File: config.mk
export PLATFORM = sky130hd
export DESIGN_NAME = ps2_scancode_decoder
export DESIGN_NICKNAME = d
export VERILOG_FILES = /design/src/rtl/ps2_scancode_decoder.sv
export SDC_FILE = /design/constraint.sdc
export NUM_CORES = 1
export LEC_CHECK = 0
export CORE_ASPECT_RATIO = 1.4
export CORE_MARGIN = 2
export CORE_UTILIZATION = 58
export CTS_CLUSTER_DIAMETER = 80
export CTS_CLUSTER_SIZE = 28
export DETAILED_ROUTE_END_ITERATION = 12
export PLACE_DENSITY = 0.79
export SETUP_SLACK_MARGIN = 0.5
export SLEW_MARGIN = 20
export SYNTH_ARGS = -nofsm -noshare
export SYNTH_HDL_FRONTEND = slang
export SYNTH_SLANG_ARGS = --single-unit
File: constraint.sdc
create_clock -name CLOCK_50 -period 4.65 [get_ports CLOCK_50]
set_clock_uncertainty 0.1 [all_clocks]
set_input_delay 0.93 -clock CLOCK_50 [delete_from_list [all_inputs] [get_ports CLOCK_50]]
set_output_delay 0.93 -clock CLOCK_50 [all_outputs]
set_load 0.05 [all_outputs]
File: src/rtl/ps2_scancode_decoder.sv
// ps2_scancode_decoder
// Turns the raw PS/2 Set-2 byte stream from PS2_Controller into key events.
// It handles the E0 and F0 prefixes and the 8-byte Pause sequence, and it drops
// keyboard status bytes. Events are queued in a show-ahead FIFO that the
// consumer reads through a valid/ready handshake.
//
// Optional feature: define PS2_TYPEMATIC_FILTER_EN to suppress auto-repeat
// makes of the key that is currently held down.
//
// Ports:
//   CLOCK_50          in   system clock, rising edge
//   resetn            in   asynchronous active-low reset
//   received_data     in   [7:0] byte from PS2_Controller
//   received_data_en  in   one-cycle strobe qualifying received_data
//   ev_code           out  [7:0] head event scan code (holds its value when empty)
//   ev_ext            out  head event had an E0 prefix (also set for Pause)
//   ev_rel            out  head event is a break
//   ev_valid          out  FIFO not empty
//   ev_ready          in   consumer accepts the head when ev_valid & ev_ready
//   overflow          out  one-cycle pulse: event dropped because the FIFO was full
//   proto_err         out  one-cycle pulse: illegal prefix order
module ps2_scancode_decoder #(
  parameter int unsigned FIFO_DEPTH = 4
) (
  input  logic       CLOCK_50,
  input  logic       resetn,
  input  logic [7:0] received_data,
  input  logic       received_data_en,
  output logic [7:0] ev_code,
  output logic       ev_ext,
  output logic       ev_rel,
  output logic       ev_valid,
  input  logic       ev_ready,
  output logic       overflow,
  output logic       proto_err
);

  localparam int unsigned PTR_W = $clog2(FIFO_DEPTH);
  localparam int unsigned CNT_W = PTR_W + 1;

  typedef struct packed {
    logic       ext;
    logic       rel;
    logic [7:0] code;
  } ev_t;

  typedef enum logic [2:0] {
    ST_IDLE  = 3'd0,
    ST_E0    = 3'd1,
    ST_F0    = 3'd2,
    ST_E0F0  = 3'd3,
    ST_PAUSE = 3'd4
  } state_t;

  state_t     state_q, state_d;
  logic [2:0] pause_cnt_q, pause_cnt_d;
  logic       emit;
  ev_t        emit_ev;
  logic       proto_err_d;
  logic       is_prefix;
  logic       is_status;
  logic       push_req;

  ev_t              mem [FIFO_DEPTH];
  logic [PTR_W-1:0] rd_ptr_q, rd_ptr_d;
  logic [PTR_W-1:0] wr_ptr_q, wr_ptr_d;
  logic [CNT_W-1:0] count_q, count_d;
  ev_t              head_q, head_d;
  logic             valid_q;
  logic             overflow_q, proto_err_q;
  logic             full;
  logic             pop;
  logic             push_ok;
  logic             overflow_d;

  assign is_prefix = (received_data == 8'hE0) || (received_data == 8'hF0) ||
                     (received_data == 8'hE1);
  assign is_status = (received_data == 8'hAA) || (received_data == 8'hFA) ||
                     (received_data == 8'hFE) || (received_data == 8'hEE) ||
                     (received_data == 8'h00) || (received_data == 8'hFF);

  // Decoder state register
  always_ff @(posedge CLOCK_50 or negedge resetn) begin
    if (!resetn) begin
      state_q     <= ST_IDLE;
      pause_cnt_q <= 3'd0;
    end else begin
      state_q     <= state_d;
      pause_cnt_q <= pause_cnt_d;
    end
  end

  // Decoder next-state and event generation; advances only on strobes
  always_comb begin
    state_d     = state_q;
    pause_cnt_d = pause_cnt_q;
    emit        = 1'b0;
    emit_ev     = '0;
    proto_err_d = 1'b0;
    if (received_data_en) begin
      case (state_q)
        ST_IDLE: begin
          if (received_data == 8'hE0) begin
            state_d = ST_E0;
          end else if (received_data == 8'hF0) begin
            state_d = ST_F0;
          end else if (received_data == 8'hE1) begin
            state_d     = ST_PAUSE;
            pause_cnt_d = 3'd7;
          end else if (!is_status) begin
            emit    = 1'b1;
            emit_ev = '{ext: 1'b0, rel: 1'b0, code: received_data};
          end
        end
        ST_E0: begin
          state_d = ST_IDLE;
          if (received_data == 8'hF0) begin
            state_d = ST_E0F0;
          end else if (is_prefix) begin
            proto_err_d = 1'b1;
          end else if (received_data != 8'h12) begin
            emit    = 1'b1;
            emit_ev = '{ext: 1'b1, rel: 1'b0, code: received_data};
          end
        end
        ST_F0: begin
          state_d = ST_IDLE;
          if (is_prefix) begin
            proto_err_d = 1'b1;
          end else begin
            emit    = 1'b1;
            emit_ev = '{ext: 1'b0, rel: 1'b1, code: received_data};
          end
        end
        ST_E0F0: begin
          state_d = ST_IDLE;
          if (is_prefix) begin
            proto_err_d = 1'b1;
          end else if (received_data != 8'h12) begin
            emit    = 1'b1;
            emit_ev = '{ext: 1'b1, rel: 1'b1, code: received_data};
          end
        end
        ST_PAUSE: begin
          // Pause bytes are consumed blindly; the last one yields a single event
          if (pause_cnt_q == 3'd1) begin
            state_d     = ST_IDLE;
            pause_cnt_d = 3'd0;
            emit        = 1'b1;
            emit_ev     = '{ext: 1'b1, rel: 1'b0, code: 8'hE1};
          end else begin
            pause_cnt_d = pause_cnt_q - 3'd1;
          end
        end
        default: begin
          state_d     = ST_IDLE;
          pause_cnt_d = 3'd0;
        end
      endcase
    end
  end

`ifdef PS2_TYPEMATIC_FILTER_EN
  logic       held_valid_q;
  logic       held_ext_q;
  logic [7:0] held_code_q;
  logic       held_match;

  assign held_match = held_valid_q && (held_ext_q == emit_ev.ext) &&
                      (held_code_q == emit_ev.code);
  // Repeated makes of the held key are auto-repeats and are not queued
  assign push_req   = emit && !(!emit_ev.rel && held_match);

  // Held-key tracking
  always_ff @(posedge CLOCK_50 or negedge resetn) begin
    if (!resetn) begin
      held_valid_q <= 1'b0;
      held_ext_q   <= 1'b0;
      held_code_q  <= 8'h00;
    end else if (emit) begin
      if (!emit_ev.rel) begin
        held_valid_q <= 1'b1;
        held_ext_q   <= emit_ev.ext;
        held_code_q  <= emit_ev.code;
      end else if (held_match) begin
        held_valid_q <= 1'b0;
      end
    end
  end
`else
  assign push_req = emit;
`endif

  assign full       = (count_q == CNT_W'(FIFO_DEPTH));
  assign pop        = valid_q && ev_ready;
  assign push_ok    = push_req && (!full || pop);
  assign overflow_d = push_req && full && !pop;

  // FIFO pointer, occupancy and show-ahead head computation
  always_comb begin
    rd_ptr_d = pop     ? rd_ptr_q + PTR_W'(1) : rd_ptr_q;
    wr_ptr_d = push_ok ? wr_ptr_q + PTR_W'(1) : wr_ptr_q;
    count_d  = count_q;
    case ({push_ok, pop})
      2'b10:   count_d = count_q + CNT_W'(1);
      2'b01:   count_d = count_q - CNT_W'(1);
      default: count_d = count_q;
    endcase
    head_d = head_q;
    if (count_d != '0) begin
      // The new head may be the entry being written on this same edge
      if (push_ok && (wr_ptr_q == rd_ptr_d)) begin
        head_d = emit_ev;
      end else begin
        head_d = mem[rd_ptr_d];
      end
    end
  end

  // FIFO storage (no reset needed; occupancy qualifies every read)
  always_ff @(posedge CLOCK_50) begin
    if (push_ok) begin
      mem[wr_ptr_q] <= emit_ev;
    end
  end

  // FIFO control and registered outputs
  always_ff @(posedge CLOCK_50 or negedge resetn) begin
    if (!resetn) begin
      rd_ptr_q    <= '0;
      wr_ptr_q    <= '0;
      count_q     <= '0;
      head_q      <= '0;
      valid_q     <= 1'b0;
      overflow_q  <= 1'b0;
      proto_err_q <= 1'b0;
    end else begin
      rd_ptr_q    <= rd_ptr_d;
      wr_ptr_q    <= wr_ptr_d;
      count_q     <= count_d;
      head_q      <= head_d;
      valid_q     <= (count_d != '0);
      overflow_q  <= overflow_d;
      proto_err_q <= proto_err_d;
    end
  end

  assign ev_code   = head_q.code;
  assign ev_ext    = head_q.ext;
  assign ev_rel    = head_q.rel;
  assign ev_valid  = valid_q;
  assign overflow  = overflow_q;
  assign proto_err = proto_err_q;

endmodule
# [Word level (Yosys, flattened, before mapping)]
# Memory sizes are Yosys's and may differ from the RTL's. A register that Yosys moved wholly into a read port is not among the register bits.
# Index checks and enable logic that the tools add are counted.
[totals] regBits=16 mem_bits_rw=40 in_bits=12 out_inout_bits=13 word_cells=102 mem_count=1
[memory_table] name="mem" depth=4 word_bits=10 rd=1 rd_ports_with_merged_regs=1 write_ports=1 line="64" source="ev_t mem [FIFO_DEPTH];"
[classes] add_sub_neg=5 n_eq_ne=22 mux=43 n_bitwise=1 reduce_logical=22
[ops] operator="$mux 10" count=7
[ops] operator="$eq 8x8->1 const B" count=8
[ops] operator="$pmux 10 s5" count=1
[ops] operator="$mux 8" count=4
[ops] operator="$mux 3" count=8
[ops] operator="$pmux 3 s3" count=2
[ops] operator="$mux 1" count=15
[ops] operator="$mux 9" count=1
[ops] operator="$logic_not 8->1" count=1
[ops] operator="$logic_or 1x1->1" count=8
[ops] operator="$ne 2x2->1 const B" count=4
[ops] operator="$ne 8x5->1 const B" count=1
[ops] operator="$eq 3x1->1 const B" count=2
[ops] operator="$eq 3x2->1 const B" count=2
[ops] operator="$eq 3x3->1 const B" count=2
[ops] operator="$pmux 3 s2" count=1
[ops] operator="$sub 3x1->3 const B" count=2
[ops] operator="$pmux 1 s5" count=1
[ops] operator="$reduce_and 5->1" count=1
[ops] operator="$add 2x1->2 const B" count=2
[ops] operator="$logic_and 1x1->1" count=4
[ops] operator="$mux 2" count=2
[ops] operator="$ne 4x4->1 const B" count=1
[ops] operator="$add 3x1->3 const B" count=1
[ops] operator="10 further kinds" count=12

# [Depth between registers and ports, before layout]
# Gate-level depths: netlist of the first run.
[logic_depth] depth_word=16 depth_mapped=17 mapped_depth_nobuf=16

# [Least setup slack after synthesis of the first run]
# Ideal clock, no wire load.
[synth_timing] path_kind="in2reg" start="in received_data[5]" end="reg ev_code[1] (netlist name)" setup_time_ns=0.135 arrival_time_ns=3.885 required_time_ns=4.415 slack_ns=0.530 cell_stages=14 path_buffers=1 path_cell_list="or3_1 -> o31a_1 -> o31ai_4 -> a21oi_1 -> and2_4 -> inv_1 -> ha_1 -> fa_1 -> mux2i_1 -> nand2_1 -> or3b_2 -> clkbuf_1 -> a31oi_1 -> o31ai_1"
[synth_via] elab_chain_cells=16 elab_cells_between_ends=32 cone_classes="eq/ne (11); mux (11); reduce/logical (10)"
[synth_rtl] element="start, declared" line="27" source="input logic [7:0] received_data,"
[synth_rtl] element="$eq 8x8->1" line="78" source="assign is_status = (received_data == 8'hAA) || (received_data == 8'hFA) ||"
[synth_rtl] element="$logic_or 1x1->1 (2 in series)" line="78"
[synth_rtl] element="$logic_or 1x1->1 (2 in series)" line="79" source="(received_data == 8'hFE) || (received_data == 8'hEE) ||"
[synth_rtl] element="$logic_or 1x1->1" line="80" source="(received_data == 8'h00) || (received_data == 8'hFF);"
[synth_rtl] element="$mux 1" line="110" source="end else if (!is_status) begin"
[synth_rtl] element="$mux 1" line="107" source="end else if (received_data == 8'hE1) begin"
[synth_rtl] element="$mux 1" line="105" source="end else if (received_data == 8'hF0) begin"
[synth_rtl] element="$mux 1" line="103" source="if (received_data == 8'hE0) begin"
[synth_rtl] element="$pmux 1 s5 *" line="101" source="case (state_q)"
[synth_rtl] element="$mux 1 *" line="100" source="if (received_data_en) begin"
[synth_rtl] element="$logic_and 1x1->1 *" line="196" source="assign push_ok = push_req && (!full || pop);"
[synth_rtl] element="$eq 2x1->1 or $eq 2x2->1 (tied branches)" line="204" source="case ({push_ok, pop})"
[synth_rtl] element="$pmux 3 s2 *" line="204"
[synth_rtl] element="$reduce_bool 3->1 *" line="210" source="if (count_d != '0) begin"
# Every way passes the cells marked *; elsewhere a longest branch is shown, timed or not.
# A chain may end at the register's enable or synchronous reset.

# [Final worst setup path of the first run]
[layout_timing] start="in received_data[0]" end="reg count_q[1]"
[layout_via] elab_chain_cells=15 elab_cells_between_ends=31 cone_classes="eq/ne (11); mux (11); reduce/logical (9)"
[layout_rtl] element="$eq 8x8->1" line="78"
[layout_rtl] element="$logic_or 1x1->1 (2 in series)" line="78"
[layout_rtl] element="$logic_or 1x1->1 (2 in series)" line="79"
[layout_rtl] element="$logic_or 1x1->1" line="80"
[layout_rtl] element="$mux 1" line="110"
[layout_rtl] element="$mux 1" line="107"
[layout_rtl] element="$mux 1" line="105"
[layout_rtl] element="$mux 1" line="103"
[layout_rtl] element="$pmux 1 s5 *" line="101"
[layout_rtl] element="$mux 1 *" line="100"
[layout_rtl] element="$logic_and 1x1->1 *" line="196"
[layout_rtl] element="$eq 2x1->1 or $eq 2x2->1 (tied branches)" line="204"
[layout_rtl] element="$pmux 3 s2 *" line="204"
[layout_rtl] element="named net count_d[1]" line="67" source="logic [CNT_W-1:0] count_q, count_d;"
[layout_rtl] element="end signal, assigned" line="240" source="count_q <= count_d;"
[layout_rtl] element="end, declared" line="67"
# The timed path passes the listed nets; every way through them passes the cells marked *.

==> out/metrics.csv, run 1 <==
metric;value;unit
initial core utilization;0.604;
Compound-Gate Fraction of Synth Area;0.106;
Worst slew margin;0.424;
vias;2345;
Post-DP HPWL;4970;µm
yosys warns;0;
post-synthesis adder-cell area fraction;0.0340;
Filler cells;313;
status;completed;
total power draw;2980;µW
Syn Nets;271;
Starting DRT DRC Count;177;
Worst VDD drop;0.000393;V
final core occ;0.783;
TritonCTS clock tree;yes;
Hold Path Class;reg2reg;
post-synthesis sequential area ratio;0.585;
Routed WL;7980;µm
Synth Area in Simple Gates;0.136;
max_cap viols;0;
unrepaired setup endpoints after global routing;false;
Fmax;242;MHz
Nets;334;
share of cells above drive strength 1;0.260;
Critical Path RT;4800;ps
average wire per standard cell;20.7;µm
fin crit share;0.887;
WP data arrival;4270;ps
Async S/R FF share, synth;0.394;
commonest non-fill, non-tap cell in the layout;edfxtp_1;
main flop type after synthesis;edfxtp_1;
Root Driver;clkbuf_8;
met3 WL;328;µm
port bufs;24;
EDFF count, synth;40;
first-pass GRT wire length;12100;µm
TritonCTS Buffers;9;
Worst Path Max Fanout;5;
Avg Inst Size Synth;12.6;µm²
Ports;25;
post-route design area;4100;µm²
Fin. Hold Viols;0;
Core ar.;5240;µm²
pwr dens;728;nW/µm²
worst min-delay path startpoint;pause_cnt_q[1]$_DFFE_PN0P_;
Worst setup EP type;flip-flop;
GRT Overall Usage;0.281;
Synth Cell Area;3160;µm²
final-report max-slew violation count;0;
routed length on met2;4250;µm
area post-placement;3620;µm²
chip width;66.4;µm
Clock Sinks;66;
drt pass-1 iters;4;
Clock H-tree levels;3;
Synth cell types;53;
Post-CTS Hold Buffers;0;
worst slew pin tran;855;ps
post-synthesis mux area share;0.0775;
Synth Register Bits;66;
initial antenna violation count;0;
clock latency on the worst-skew pair;350;ps
Clk pin slew, worst setup/hold paths;80;ps
P&R area growth vs syn;29.5;%
most frequent cells in the layout;edfxtp_1, buf_4, dfrtp_1, inv_1, nor2_1;
Mapped Cells;251;
xor/xnor share of the synthesized area;0.0221;
leakage power;0.00170;µW
Die Span Y;91.4;µm
Critical Path Source;received_data[0];
pin count of the biggest net entering global routing;18;
diodes inserted;0;
Final setup viols;0;
Post-DRT Antenna Nets;0;
main combinational cell family by area after synthesis;simple AND/OR/NAND/NOR gates;
cell row count;31;
DRC viols;0;
Tmin final;4120;ps
RR Startpoint;pause_cnt_q[1]$_DFFE_PN0P_;
setup slack after layout;526;ps
total congestion overflow;0;
pre-CTS WS;-113;ps
vias in the first global route;2427;
Via density;6.09;
critical path type;in2reg;
startpoint types;input port;
DR top layer;met4;
M1 WL;3120;µm
CTS max path bufs;2;
die area;6070;µm²
Hold Worst Slack;412;ps
gpl congestion;0.879;
-- area by class of cell --
class / count / area (µm²) / area share
Inverter: 23 / 88.8 / 0.0217
Tap cell: 66 / 82.6 / 0.0202
Multi-Input combinational cell: 155 / 1270 / 0.311
Clock inverter: 6 / 129 / 0.0315
Timing Repair Buffer: 59 / 543 / 0.133
Clock buffer: 10 / 128 / 0.0311
Sequential cell: 66 / 1850 / 0.452
-- routing by layer --
metal | vias to the layer above | global-route usage
met5 | - | 0
met4 | 0 | 0.163
met3 | 25 | 0.0520
met2 | 92 | 0.468
met1 | 1176 | 0.333
li1 | 1052 | -
-- flip-flops by register name, indices dropped and copies added (netlist names), 2 cells and up --
signal,count
count_q,3
ev_code,8
mem,40
pause_cnt_q,3
rd_ptr_q,2
state_q,3
wr_ptr_q,2
-- cells by family (layout without fill, tap and decap cells) --
| group | after synthesis | count (layout) |
|---|---|---|
| muxes | 12 | 12 |
| DFF | 66 | 66 |
| adders and majority gates | 8 | 8 |
| buffers and inverters | 30 | 98 |
| AOI/OAI and AO/OA | 46 | 46 |
| xor gates and xnor gates | 8 | 8 |
| and+or+nand+nor | 81 | 81 |
-- timing repair --
action | 4_1_cts | 5_1_grt
buffers inserted | 11 | 2
pin swaps | 4 | 10
hold endpoints to repair | 0 | 0
gates resized for setup | 13 | 25
gates cloned | 1 | 0
setup endpoints to repair | 10 | 11
-- through the flow --
step / std cells / TNS [ps]
5_1_grt: 385 / 0
3_5_place_dp: 355 / -506
3_3_place_gp: 355 / 0
2_1_floorplan: 251 / 0
6_report: 385 / 0
4_1_cts: 383 / 0
-- synth_stat cells, types with 4 or more instances --
cell / instances / area (µm²)
mux4_2: 10 / 225
nand2_1: 14 / 52.6
xor2_1: 4 / 35.0
and3_1: 6 / 37.5
edfxtp_1: 40 / 1200
dfrtp_1: 26 / 651
inv_1: 23 / 86.3
xnor2_1: 4 / 35.0
o221ai_1: 4 / 35.0
ha_1: 7 / 87.6
o31ai_1: 4 / 30.0
o21ai_0: 8 / 40.0
nor3_1: 4 / 20.0
nor2_1: 22 / 82.6
a21oi_1: 8 / 40.0
nand3_1: 10 / 50.1
-- worst max-delay path, cell delays in order --
cell	delay, ps
clkdlybuf4s15_1	230
or4_4	560
o211a_4	170
o31ai_4	200
a21oi_2	90
and2_4	180
inv_4	50
ha_4	130
fa_1	430
mux2i_2	240
buf_4	160
buf_4	110
buf_4	100
buf_4	100
buf_4	90
buf_4	100
buf_4	90
buf_4	90
buf_4	90
buf_4	90
inv_1	30
-- power breakdown --
group | leakage, µW | total (µW) | internal [µW] | switching (µW)
combinational | 0.000878 | 1460 | 693 | 764
clock | 0.000128 | 622 | 408 | 214
sequential | 0.000694 | 906 | 803 | 103
-- path summary, 6_finish.rpt --
| path | cells after the start | to | slack, ps |
|---|---|---|---|
| setup / recovery | 21 | count_q[1]$_DFF_PN0_ | 530 |
| hold / removal | 1 | pause_cnt_q[1]$_DFFE_PN0P_ | 410 |
| setup reg to reg | 22 | count_q[1]$_DFF_PN0_ | 760 |
| hold reg to reg | 1 | pause_cnt_q[1]$_DFFE_PN0P_ | 410 |
| max in group asynchronous | 2 | rd_ptr_q[0]$_DFF_PN0_ | 2970 |
| min in group asynchronous | 1 | state_q[1]$_DFFE_PN0P_ | 840 |
(Power assumes the default switching activity.)
==> run 2: changes to the inputs <==
- GPL_TIMING_DRIVEN: not set -> 0
==> run 2 against run 1 <==
Effect of this change: first-iteration DRC count down 10%; worst hold slack lost 32 ps; sequential power shrank 1%; via count decreased by 4.3%; cell area is 3.2% lower; power is 3.9% lower; cell count is 1.8% lower; count of clock-buffer cells in the layout decreased by 1; die area unchanged; critical endpoint unchanged.
==> out/metrics.csv, run 2 (synthesized netlist as in run 1, its figures left out) <==
metric;value;unit;change
area post-placement;3480;µm²;-3.8%
pin count of the biggest net entering global routing;27;;+9
Nets;327;;-2.1%
Worst VDD drop;0.000371;V;-5.5%
TritonCTS clock tree;yes;;
Hold Path Class;reg2reg;;
chip width;66.4;µm;unchanged
Core ar.;5240;µm²;unchanged
RR Startpoint;state_q[1]$_DFFE_PN0P_;;
total congestion overflow;0;;unchanged
commonest non-fill, non-tap cell in the layout;edfxtp_1;;
most frequent CP cell;buf_4;;
unrepaired setup endpoints after global routing;false;;
worst min-delay path startpoint;pause_cnt_q[1]$_DFFE_PN0P_;;
drt pass-1 iters;4;;unchanged
pwr dens;723;nW/µm²;-0.69%
most frequent cells in the layout;edfxtp_1, dfrtp_1, inv_1, nor2_1, buf_4;;
Most flops, register;mem;;
Worst setup EP type;flip-flop;;
Cells on Worst Hold Path;1;;unchanged
Hold EP;pause_cnt_q[1]$_DFFE_PN0P_;;
fin crit share;0.869;;-0.0177
startpoint types;input port;;
Fmax;247;MHz;+2.0%
CP max-delay cell;fa_1;;
diodes inserted;0;;unchanged
Internal Power;1810;µW;-4.9%
final-report max-slew violation count;0;;unchanged
leakage power;0.00161;µW;-5.4%
Ports;25;;unchanged
post-route design area;3970;µm²;-3.2%
Via density;5.93;;-2.6%
Worst path max stage delay;500;ps;-60 ps
P&R area growth vs syn;25.3;%;
reg2reg end;count_q[1]$_DFF_PN0_;;
worst-path cell chain;clkdlybuf4s15_1, and4b_1, nand3_2, o211ai_1, buf_4, a21oi_4, and2_4, inv_1, ha_2, fa_1, mux2i_1, buf_4, buf_4, buf_4, buf_4, buf_4, buf_4, buf_4, buf_4, buf_4, buf_4, inv_1;;
Sw Pwr;1060;µW;-2.0%
gpl congestion;0.878;;-0.20%
Routed WL;6930;µm;-13%
status;completed;;
share of cells above drive strength 1;0.250;;-0.0102
clock latency on the worst-skew pair;350;ps;about the same
max_cap viols;0;;unchanged
critical path type;in2reg;;
cell row count;31;;unchanged
Post-DRT Antenna Nets;0;;unchanged
DRC viols;0;;unchanged
CTS max path bufs;2;;unchanged
Worst slew margin;0.471;;+0.0468
Clock power frac;0.201;;-0.007
WP data arrival;4230;ps;-40 ps
initial core utilization;0.604;;unchanged
placed cells;341;;-3.9%
Sequential Power Share;0.311;;+0.007
combinational power share;0.488;;about the same
vias in the first global route;2237;;-7.8%
vias;2243;;-4.3%
Fin. Hold Viols;0;;unchanged
Clk pin slew, worst setup/hold paths;70;ps;about the same
switching share of power;0.369;;+0.00701
Die Span Y;91.4;µm;unchanged
Critical Path RT;4840;ps;+40 ps
Clock H-tree levels;3;;unchanged
Final setup viols;0;;unchanged
non-filler cells, final;378;;-1.8%
reg2reg path depth;22;;unchanged
first-pass GRT wire length;10700;µm;-12%
R2R setup slack;870;ps;+110 ps
Worst Path Max Fanout;5;;unchanged
Starting DRT DRC Count;159;;-10%
Clock Sinks;66;;unchanged
die area;6070;µm²;unchanged
average wire per standard cell;18.3;µm;-12%
Root Driver;clkbuf_8;;
initial antenna violation count;0;;unchanged
worst slew pin tran;786;ps;-69.5 ps
Post-CTS Hold Buffers;0;;unchanged
GRT Overall Usage;0.244;;-0.0371
TritonCTS Buffers;9;;unchanged
max FFs per register;40;;unchanged
Tmin final;4040;ps;-82.4 ps
port bufs;24;;unchanged
Post-DP HPWL;4350;µm;-12%
==> run 2: changes by cell type in the layout (fill, tap and decap cells not counted), sizes merged <==
| cell | previous run | this run |
|---|---|---|
| bufinv | 4 | 3 |
| clkinvlp | 0 | 2 |
| clkdlybuf4s15 | 2 | 1 |
| clkbuf | 13 | 17 |
| bufbuf | 1 | 0 |
| dlymetal6s2s | 4 | 1 |
| buf | 34 | 28 |
| clkdlybuf4s50 | 15 | 14 |
==> run 2: how the worst max path moves through the flow <==
stage / endpoint / slack [ps] / from / depth (start not counted)
global route: ev_code[4]$_DFFE_PN0P_ / 500 / received_data[1] / 15
detailed placement: ev_code[1]$_DFFE_PN0P_ / -490 / received_data[6] / 15
global placement: ev_code[1]$_DFFE_PN0P_ / -380 / received_data[6] / 15
finish: count_q[1]$_DFF_PN0_ / 610 / received_data[1] / 22
CTS: ev_code[1]$_DFFE_PN0P_ / 520 / received_data[5] / 15
floorplan: ev_code[1]$_DFFE_PN0P_ / 530 / received_data[5] / 14
==> run 2: layout make-up <==
type | instances | area [µm²]
clock buffer | 9 | 124
multi-input combinational | 155 | 1270
fill | 337 | 1270
inverter | 23 | 86.3
sequential | 66 | 1850
timing repair buffer | 45 | 364
clock inverter | 7 | 118
tap | 66 | 82.6
buffer | 7 | 65.1
==> run 2: timing repair <==
item,in CTS,in global routing
resized for setup,25,24
gates cloned,0,1
buffers inserted,14,6
endpoints found under the setup margin,11,11
pin swaps,5,7
==> run 2: layer usage <==
layer | share of wire | vias up | track usage | wire length, µm
met3 | 0.047 | 11 | 0.0669 | 324
met4 | 0.018 | 0 | 0.116 | 128
met5 | 0 | - | 0 | 0
met2 | 0.53 | 72 | 0.394 | 3640
li1 | - | 1041 | - | -
met1 | 0.41 | 1119 | 0.299 | 2840
==> run 2: worst max-delay path, delay by kind of cell <==
kind                     cells  cell delay [ps]
buffers and inverters       14             1720
adder cells (fa/ha/maj)      2              690
AND/OR/NAND/NOR              3              550
AO/OA/AOI/OAI                2              240
multiplexers                 1               90
==> run 2: stage by stage <==
step	setup TNS (ps)	hold WS [ps]	utilization	power (µW)	setup WS, ps
final	0	379	0.757	2870	608
after global routing	0	410	0.757	3020	501
after CTS	0	383	0.740	2750	516
after detailed placement	-3710	366	0.665	2010	-493
after global placement	-2920	366	0.666	1970	-382
after floorplan	0	350	-	1700	530
==> run 2: power groups by stage <==
stage          registers [µW]  clock network (µW)  logic (µW)
6_report                  893                 577        1400
5_1_grt                   911                 613        1500
4_1_cts                   893                 585        1270
3_5_place_dp              905                   0        1100
3_3_place_gp              898                   0        1070
2_1_floorplan            1050                   0         648
